===== config.mk =====
export PLATFORM = sky130hd
export DESIGN_NAME = mdu_iterative
export DESIGN_NICKNAME = d
export VERILOG_FILES = /design/src/rtl/mdu_iterative.sv
export SDC_FILE = /design/constraint.sdc
export NUM_CORES = 1
export LEC_CHECK = 0
export ABC_AREA = 0
export CAP_MARGIN = 40
export CELL_PAD_IN_SITES_DETAIL_PLACEMENT = 1
export CELL_PAD_IN_SITES_GLOBAL_PLACEMENT = 1
export CORE_AREA = 5 5 174 260
export DETAILED_ROUTE_END_ITERATION = 7
export DIE_AREA = 0 0 179 265
export PLACE_DENSITY_LB_ADDON = 0.3
export SLEW_MARGIN = 20
export SYNTH_ARGS = -nofsm -noshare
export SYNTH_HDL_FRONTEND = slang
export SYNTH_SLANG_ARGS = --single-unit

===== constraint.sdc =====
create_clock -name clk_i -period 8.74 [get_ports clk_i]
set_clock_uncertainty 0.15 [all_clocks]
set_input_delay 1.748 -clock clk_i [delete_from_list [all_inputs] [get_ports clk_i]]
set_output_delay 1.748 -clock clk_i [all_outputs]
set_load 0.01 [all_outputs]

===== src/rtl/mdu_iterative.sv =====
// Iterative RV32M multiply/divide unit: shift-add multiply, restoring divide, one bit per cycle.
// One operation in flight; the result is held in DONE until the consumer takes it or flush kills it.
module mdu_iterative #(
  parameter int BITSIZE = 32
) (
  input  logic               clk_i,
  input  logic               rst_i,
  input  logic               flush_i,
  input  logic               valid_i,
  output logic               ready_o,
  input  logic [2:0]         operation_i,
  input  logic [BITSIZE-1:0] A_i,
  input  logic [BITSIZE-1:0] B_i,
  output logic               valid_o,
  input  logic               ready_i,
  output logic [BITSIZE-1:0] R_o
);

  localparam int CW = $clog2(BITSIZE) + 1;
  localparam logic [CW-1:0]      CNT_LAST   = CW'(BITSIZE - 1);
  localparam logic [BITSIZE-1:0] MIN_SIGNED = {1'b1, {(BITSIZE-1){1'b0}}};

  typedef enum logic [1:0] {IDLE, CALC, DONE} state_t;

  state_t                   state_q, state_d;
  logic [CW-1:0]            cnt_q, cnt_d;
  logic [2:0]               op_q, op_d;
  logic                     neg_q, neg_d;
  logic [BITSIZE-1:0]       a_mag_q, a_mag_d;
  logic [BITSIZE-1:0]       b_mag_q, b_mag_d;
  logic [2*BITSIZE-1:0]     prod_q, prod_d;
  logic [BITSIZE-1:0]       quot_q, quot_d;
  logic [BITSIZE:0]         rem_q, rem_d;
  logic [BITSIZE-1:0]       r_q, r_d;

  logic                     a_signed, b_signed, a_neg, b_neg;
  logic [BITSIZE-1:0]       a_abs, b_abs;
  logic                     div_by_zero, div_ovf, special;
  logic [BITSIZE-1:0]       special_res;

  assign a_signed = (operation_i == 3'b001) || (operation_i == 3'b010) ||
                    (operation_i == 3'b100) || (operation_i == 3'b110);
  assign b_signed = (operation_i == 3'b001) || (operation_i == 3'b100) ||
                    (operation_i == 3'b110);
  assign a_neg    = a_signed && A_i[BITSIZE-1];
  assign b_neg    = b_signed && B_i[BITSIZE-1];
  assign a_abs    = a_neg ? -A_i : A_i;
  assign b_abs    = b_neg ? -B_i : B_i;

  // Divide corner cases bypass the iteration entirely.
  assign div_by_zero = (B_i == '0);
  assign div_ovf     = !operation_i[0] && (A_i == MIN_SIGNED) && (B_i == '1);
  assign special     = operation_i[2] && (div_by_zero || div_ovf);
  assign special_res = div_by_zero ? (operation_i[1] ? A_i : '1)
                                   : (operation_i[1] ? '0 : MIN_SIGNED);

  logic [BITSIZE:0]         mul_sum;
  logic [2*BITSIZE-1:0]     mul_step, mul_fix;
  logic [BITSIZE+1:0]       div_shift, div_diff;
  logic [BITSIZE-1:0]       quot_step;
  logic [BITSIZE:0]         rem_step;
  logic [BITSIZE-1:0]       res_calc;

  // Multiplier sits in the low half of prod and is shifted out as partial products accumulate.
  assign mul_sum   = {1'b0, prod_q[2*BITSIZE-1:BITSIZE]} + (prod_q[0] ? {1'b0, a_mag_q} : '0);
  assign mul_step  = {mul_sum, prod_q[BITSIZE-1:1]};
  assign mul_fix   = neg_q ? -mul_step : mul_step;

  assign div_shift = {rem_q, quot_q[BITSIZE-1]};
  assign div_diff  = div_shift - {2'b00, b_mag_q};
  assign quot_step = {quot_q[BITSIZE-2:0], ~div_diff[BITSIZE+1]};
  assign rem_step  = div_diff[BITSIZE+1] ? div_shift[BITSIZE:0] : div_diff[BITSIZE:0];

  always_comb begin
    res_calc = '0;
    if (!op_q[2]) begin
      res_calc = (op_q[1:0] == 2'b00) ? mul_fix[BITSIZE-1:0] : mul_fix[2*BITSIZE-1:BITSIZE];
    end else if (!op_q[1]) begin
      res_calc = neg_q ? -quot_step : quot_step;
    end else begin
      res_calc = neg_q ? -rem_step[BITSIZE-1:0] : rem_step[BITSIZE-1:0];
    end
  end

  always_comb begin
    state_d = state_q;
    cnt_d   = cnt_q;
    op_d    = op_q;
    neg_d   = neg_q;
    a_mag_d = a_mag_q;
    b_mag_d = b_mag_q;
    prod_d  = prod_q;
    quot_d  = quot_q;
    rem_d   = rem_q;
    r_d     = r_q;
    case (state_q)
      IDLE: begin
        if (valid_i && !flush_i) begin
          op_d    = operation_i;
          neg_d   = (operation_i[2] && operation_i[1]) ? a_neg : (a_neg ^ b_neg);
          a_mag_d = a_abs;
          b_mag_d = b_abs;
          prod_d  = {{BITSIZE{1'b0}}, b_abs};
          quot_d  = a_abs;
          rem_d   = '0;
          cnt_d   = '0;
          if (special) begin
            r_d     = special_res;
            state_d = DONE;
          end else begin
            state_d = CALC;
          end
        end
      end
      CALC: begin
        if (flush_i) begin
          state_d = IDLE;
          cnt_d   = '0;
        end else begin
          if (op_q[2]) begin
            quot_d = quot_step;
            rem_d  = rem_step;
          end else begin
            prod_d = mul_step;
          end
          cnt_d = cnt_q + CW'(1);
          // Final bit is folded into the sign-corrected result in the same cycle.
          if (cnt_q == CNT_LAST) begin
            r_d     = res_calc;
            state_d = DONE;
            cnt_d   = '0;
          end
        end
      end
      DONE: begin
        if (flush_i || ready_i) state_d = IDLE;
      end
      default: state_d = IDLE;
    endcase
  end

  always_ff @(posedge clk_i) begin
    if (rst_i) begin
      state_q <= IDLE;
      cnt_q   <= '0;
      op_q    <= '0;
      neg_q   <= 1'b0;
      a_mag_q <= '0;
      b_mag_q <= '0;
      prod_q  <= '0;
      quot_q  <= '0;
      rem_q   <= '0;
      r_q     <= '0;
    end else begin
      state_q <= state_d;
      cnt_q   <= cnt_d;
      op_q    <= op_d;
      neg_q   <= neg_d;
      a_mag_q <= a_mag_d;
      b_mag_q <= b_mag_d;
      prod_q  <= prod_d;
      quot_q  <= quot_d;
      rem_q   <= rem_d;
      r_q     <= r_d;
    end
  end

  assign ready_o = (state_q == IDLE);
  assign valid_o = (state_q == DONE);
  assign R_o     = r_q;

endmodule


==> run metrics <==
status finished, final reports clean; clk sink count 237; Setup TNS Final 0 ns; # Post-CTS Setup Buffers 0; Vias/cell 6.46; Cell Area, Synth 19000 sq um; via count 20700; worst-margin pin slew 0.882 ns; diodes inserted 0; Starting Density 0.445; r2r worst-path depth 20; final-report max-slew violation count 0; Worst Setup Start Kind flip-flop; critical path arrival 7.14 ns; Clk Latency, worst-skew pair 0.58 ns; Cells after Synth 2634; drt first pass iters 6; hold path endpoint a_mag_q[0]; vias in the first global route 21400; number of remaining DRC errors 0; beginning of the worst hold path a_mag_q[0]; critical path fanouts, max 47; P_leak 7.98 nW; synthesis-stage register bit count 237; Initial DRC Count 1560; Max Cap Viol 0; Hold Buf Count CTS 0; maximum vdd drop 0.124 mV; clock buffer depth 3; Hold Path Stages 2; Hold Crit Class flip-flop to flip-flop; Syn Nets 2779; placed cell area 20400 sq um; fmax 146 MHz; post-synthesis cell type count 83; r2r setup slk 1.89 ns; WL final 81000 um; critical path endpoint category flip-flop; setup violators final 0; ANT nets after route 0; Die Span X 179 um; Nets 2767; sequential area share after synthesis 0.250; pin count of the biggest net entering global routing 106; hpwl dp 62200 um; synthesized area per cell 7.22 sq um; CTS Root Cell clkbuf_16; TritonCTS clock tree done; synth warn 0; cts repair resizes 0; number of synthesized flops with an enable pin 0; Final Hold Violating Endpoints 0; power density over the cells 165 nW/um^2; port bufs 105; RSZ-0062 raised after global routing false; die area 47400 sq um; total CTS buffers 28; CP required 9.04 ns; Final Cycle Share 0.783; Area growth, synth to finish 12.7%; Worst-path clk slew 0.06 ns; Remaining Overflow, GRT 0; WS Path Type flip-flop to flip-flop; Chip Height 265 um; antenna violations before repair 1; layout cell share with drive strength beyond 1 0.0526; design area 21400 sq um; post-route minimum period 6.85 ns; htree depth 1; reg2reg start rem_q[5]; Crit Reg-Reg Endpoint R_o[28]; I/O Pins 106; most used flip-flop cell after synthesis dfxtp_1; Max-slew headroom 0.410; row count 93; Total GRT Usage 0.333; first-pass GRT wire length 124000 um; Avg WL per Cell 25.2 um; post-synthesis async set-or-reset flop share 0; core area 42700 sq um; GPL Wtd Cong 0.988
-- layout make-up --
cell class / count / area [sq um]
fill: 5426 / 21300
multi-input combinational: 2142 / 13300
sequential: 237 / 4750
timing repair buffer: 141 / 1430
clock buffer: 40 / 847
tap: 570 / 713
inverter: 72 / 270
clock inverter: 9 / 75.1
-- cell usage after synthesis, types with 30 or more instances --
library cell	number	area (sq um)
nor2_1	400	1500
dfxtp_1	237	4740
nand2_1	217	815
a21oi_1	208	1040
a211oi_1	161	1210
clkbuf_1	160	601
o21ai_0	139	696
xnor2_1	114	998
nor3_1	87	435
xor2_1	84	736
ha_1	71	888
inv_1	71	267
a22oi_1	53	398
o31ai_1	46	345
and2_1	45	282
or3_1	40	250
nand3_1	35	175
a21o_1	30	225
-- registers in the layout, summed over array words and instances (netlist names), 3 cells and up --
signal,cells
op_q,3
prod_q,64
rem_q,33
b_mag_q,32
a_mag_q,32
R_o,32
quot_q,32
cnt_q,6
-- where the power goes --
part / leakage, nW / switching (mW) / internal, mW / total (mW)
combinational: 5.60 / 0.712 / 0.365 / 1.08
clock: 0.456 / 0.521 / 0.697 / 1.22
sequential: 1.93 / 0.0947 / 1.15 / 1.25
total: 7.98 / 1.33 / 2.21 / 3.54
-- metrics by stage --
step	instances	hold slack, ns	utilization	power (mW)	worst slack, ns
after floorplan	2634	0.282	-	1.91	2.79
after global placement	3151	0.290	0.476	2.26	2.04
after detailed placement	3158	0.299	0.479	2.31	2.02
after CTS	3207	0.308	0.500	3.52	1.96
after global routing	3211	0.343	0.502	3.68	1.45
final	3211	0.310	0.502	3.54	1.89
-- critical path, cell delays in order, from the launching register on --
cell       delay, ns
dfxtp_1         0.42
ha_1            0.36
a21oi_1         0.45
o21ai_0         0.26
a22o_1          0.30
o311a_1         0.44
or4_4           0.47
and4_2          0.26
inv_2           0.61
ha_1            0.31
inv_1           0.06
nor3_1          0.36
nand2_1         0.19
or2_2           0.39
or3_1           0.40
or3_1           0.41
o21ai_0         0.25
xor2_1          0.18
o2111ai_1       0.12
a221oi_1        0.23
nor3_1          0.09
-- kinds of logic after synthesis --
| logic type | Yosys count | share of synthesized area |
|---|---|---|
| and+or+nand+nor | 1002 | 0.247 |
| buffers and inverters | 255 | 0.0518 |
| xor gates and xnor gates | 198 | 0.0912 |
| adders and majority gates | 73 | 0.0488 |
| DFF | 237 | 0.250 |
| muxes | 28 | 0.0161 |
| AOI/OAI and AO/OA | 841 | 0.296 |
-- how the worst max path moves through the flow --
stage / start / endpoint / slack, ns
floorplan: b_mag_q[10] / R_o[30] / 2.79
global placement: A_i[11] / R_o[28] / 2.04
detailed placement: b_mag_q[6] / R_o[28] / 2.02
CTS: b_mag_q[6] / R_o[28] / 1.96
global route: b_mag_q[10] / R_o[28] / 1.45
finish: rem_q[5] / R_o[28] / 1.89
-- cells in the final DEF (no fill, tap or decap), drive strengths merged, types with 47 or more instances in the layout --
cell type      netlist  routed
nand2              217     217
o31ai               47      47
clkdlybuf4s50        0     104
inv                 72      72
ha                  71      71
xor2                84      84
o21ai              145     145
a211oi             161     161
dfxtp              237     237
nor3                87      87
a21oi              208     208
a22oi               53      53
xnor2              114     114
nor2               401     401
-- routing by layer --
metal / share of wire / up-vias / GRT usage
li1: - / 9627 / -
met1: 0.38 / 10200 / 0.378
met2: 0.49 / 654 / 0.572
met3: 0.047 / 232 / 0.0312
met4: 0.089 / 0 / 0.246
met5: 0 / - / 0
No activity file was read; power rests on OpenSTA's default activity.
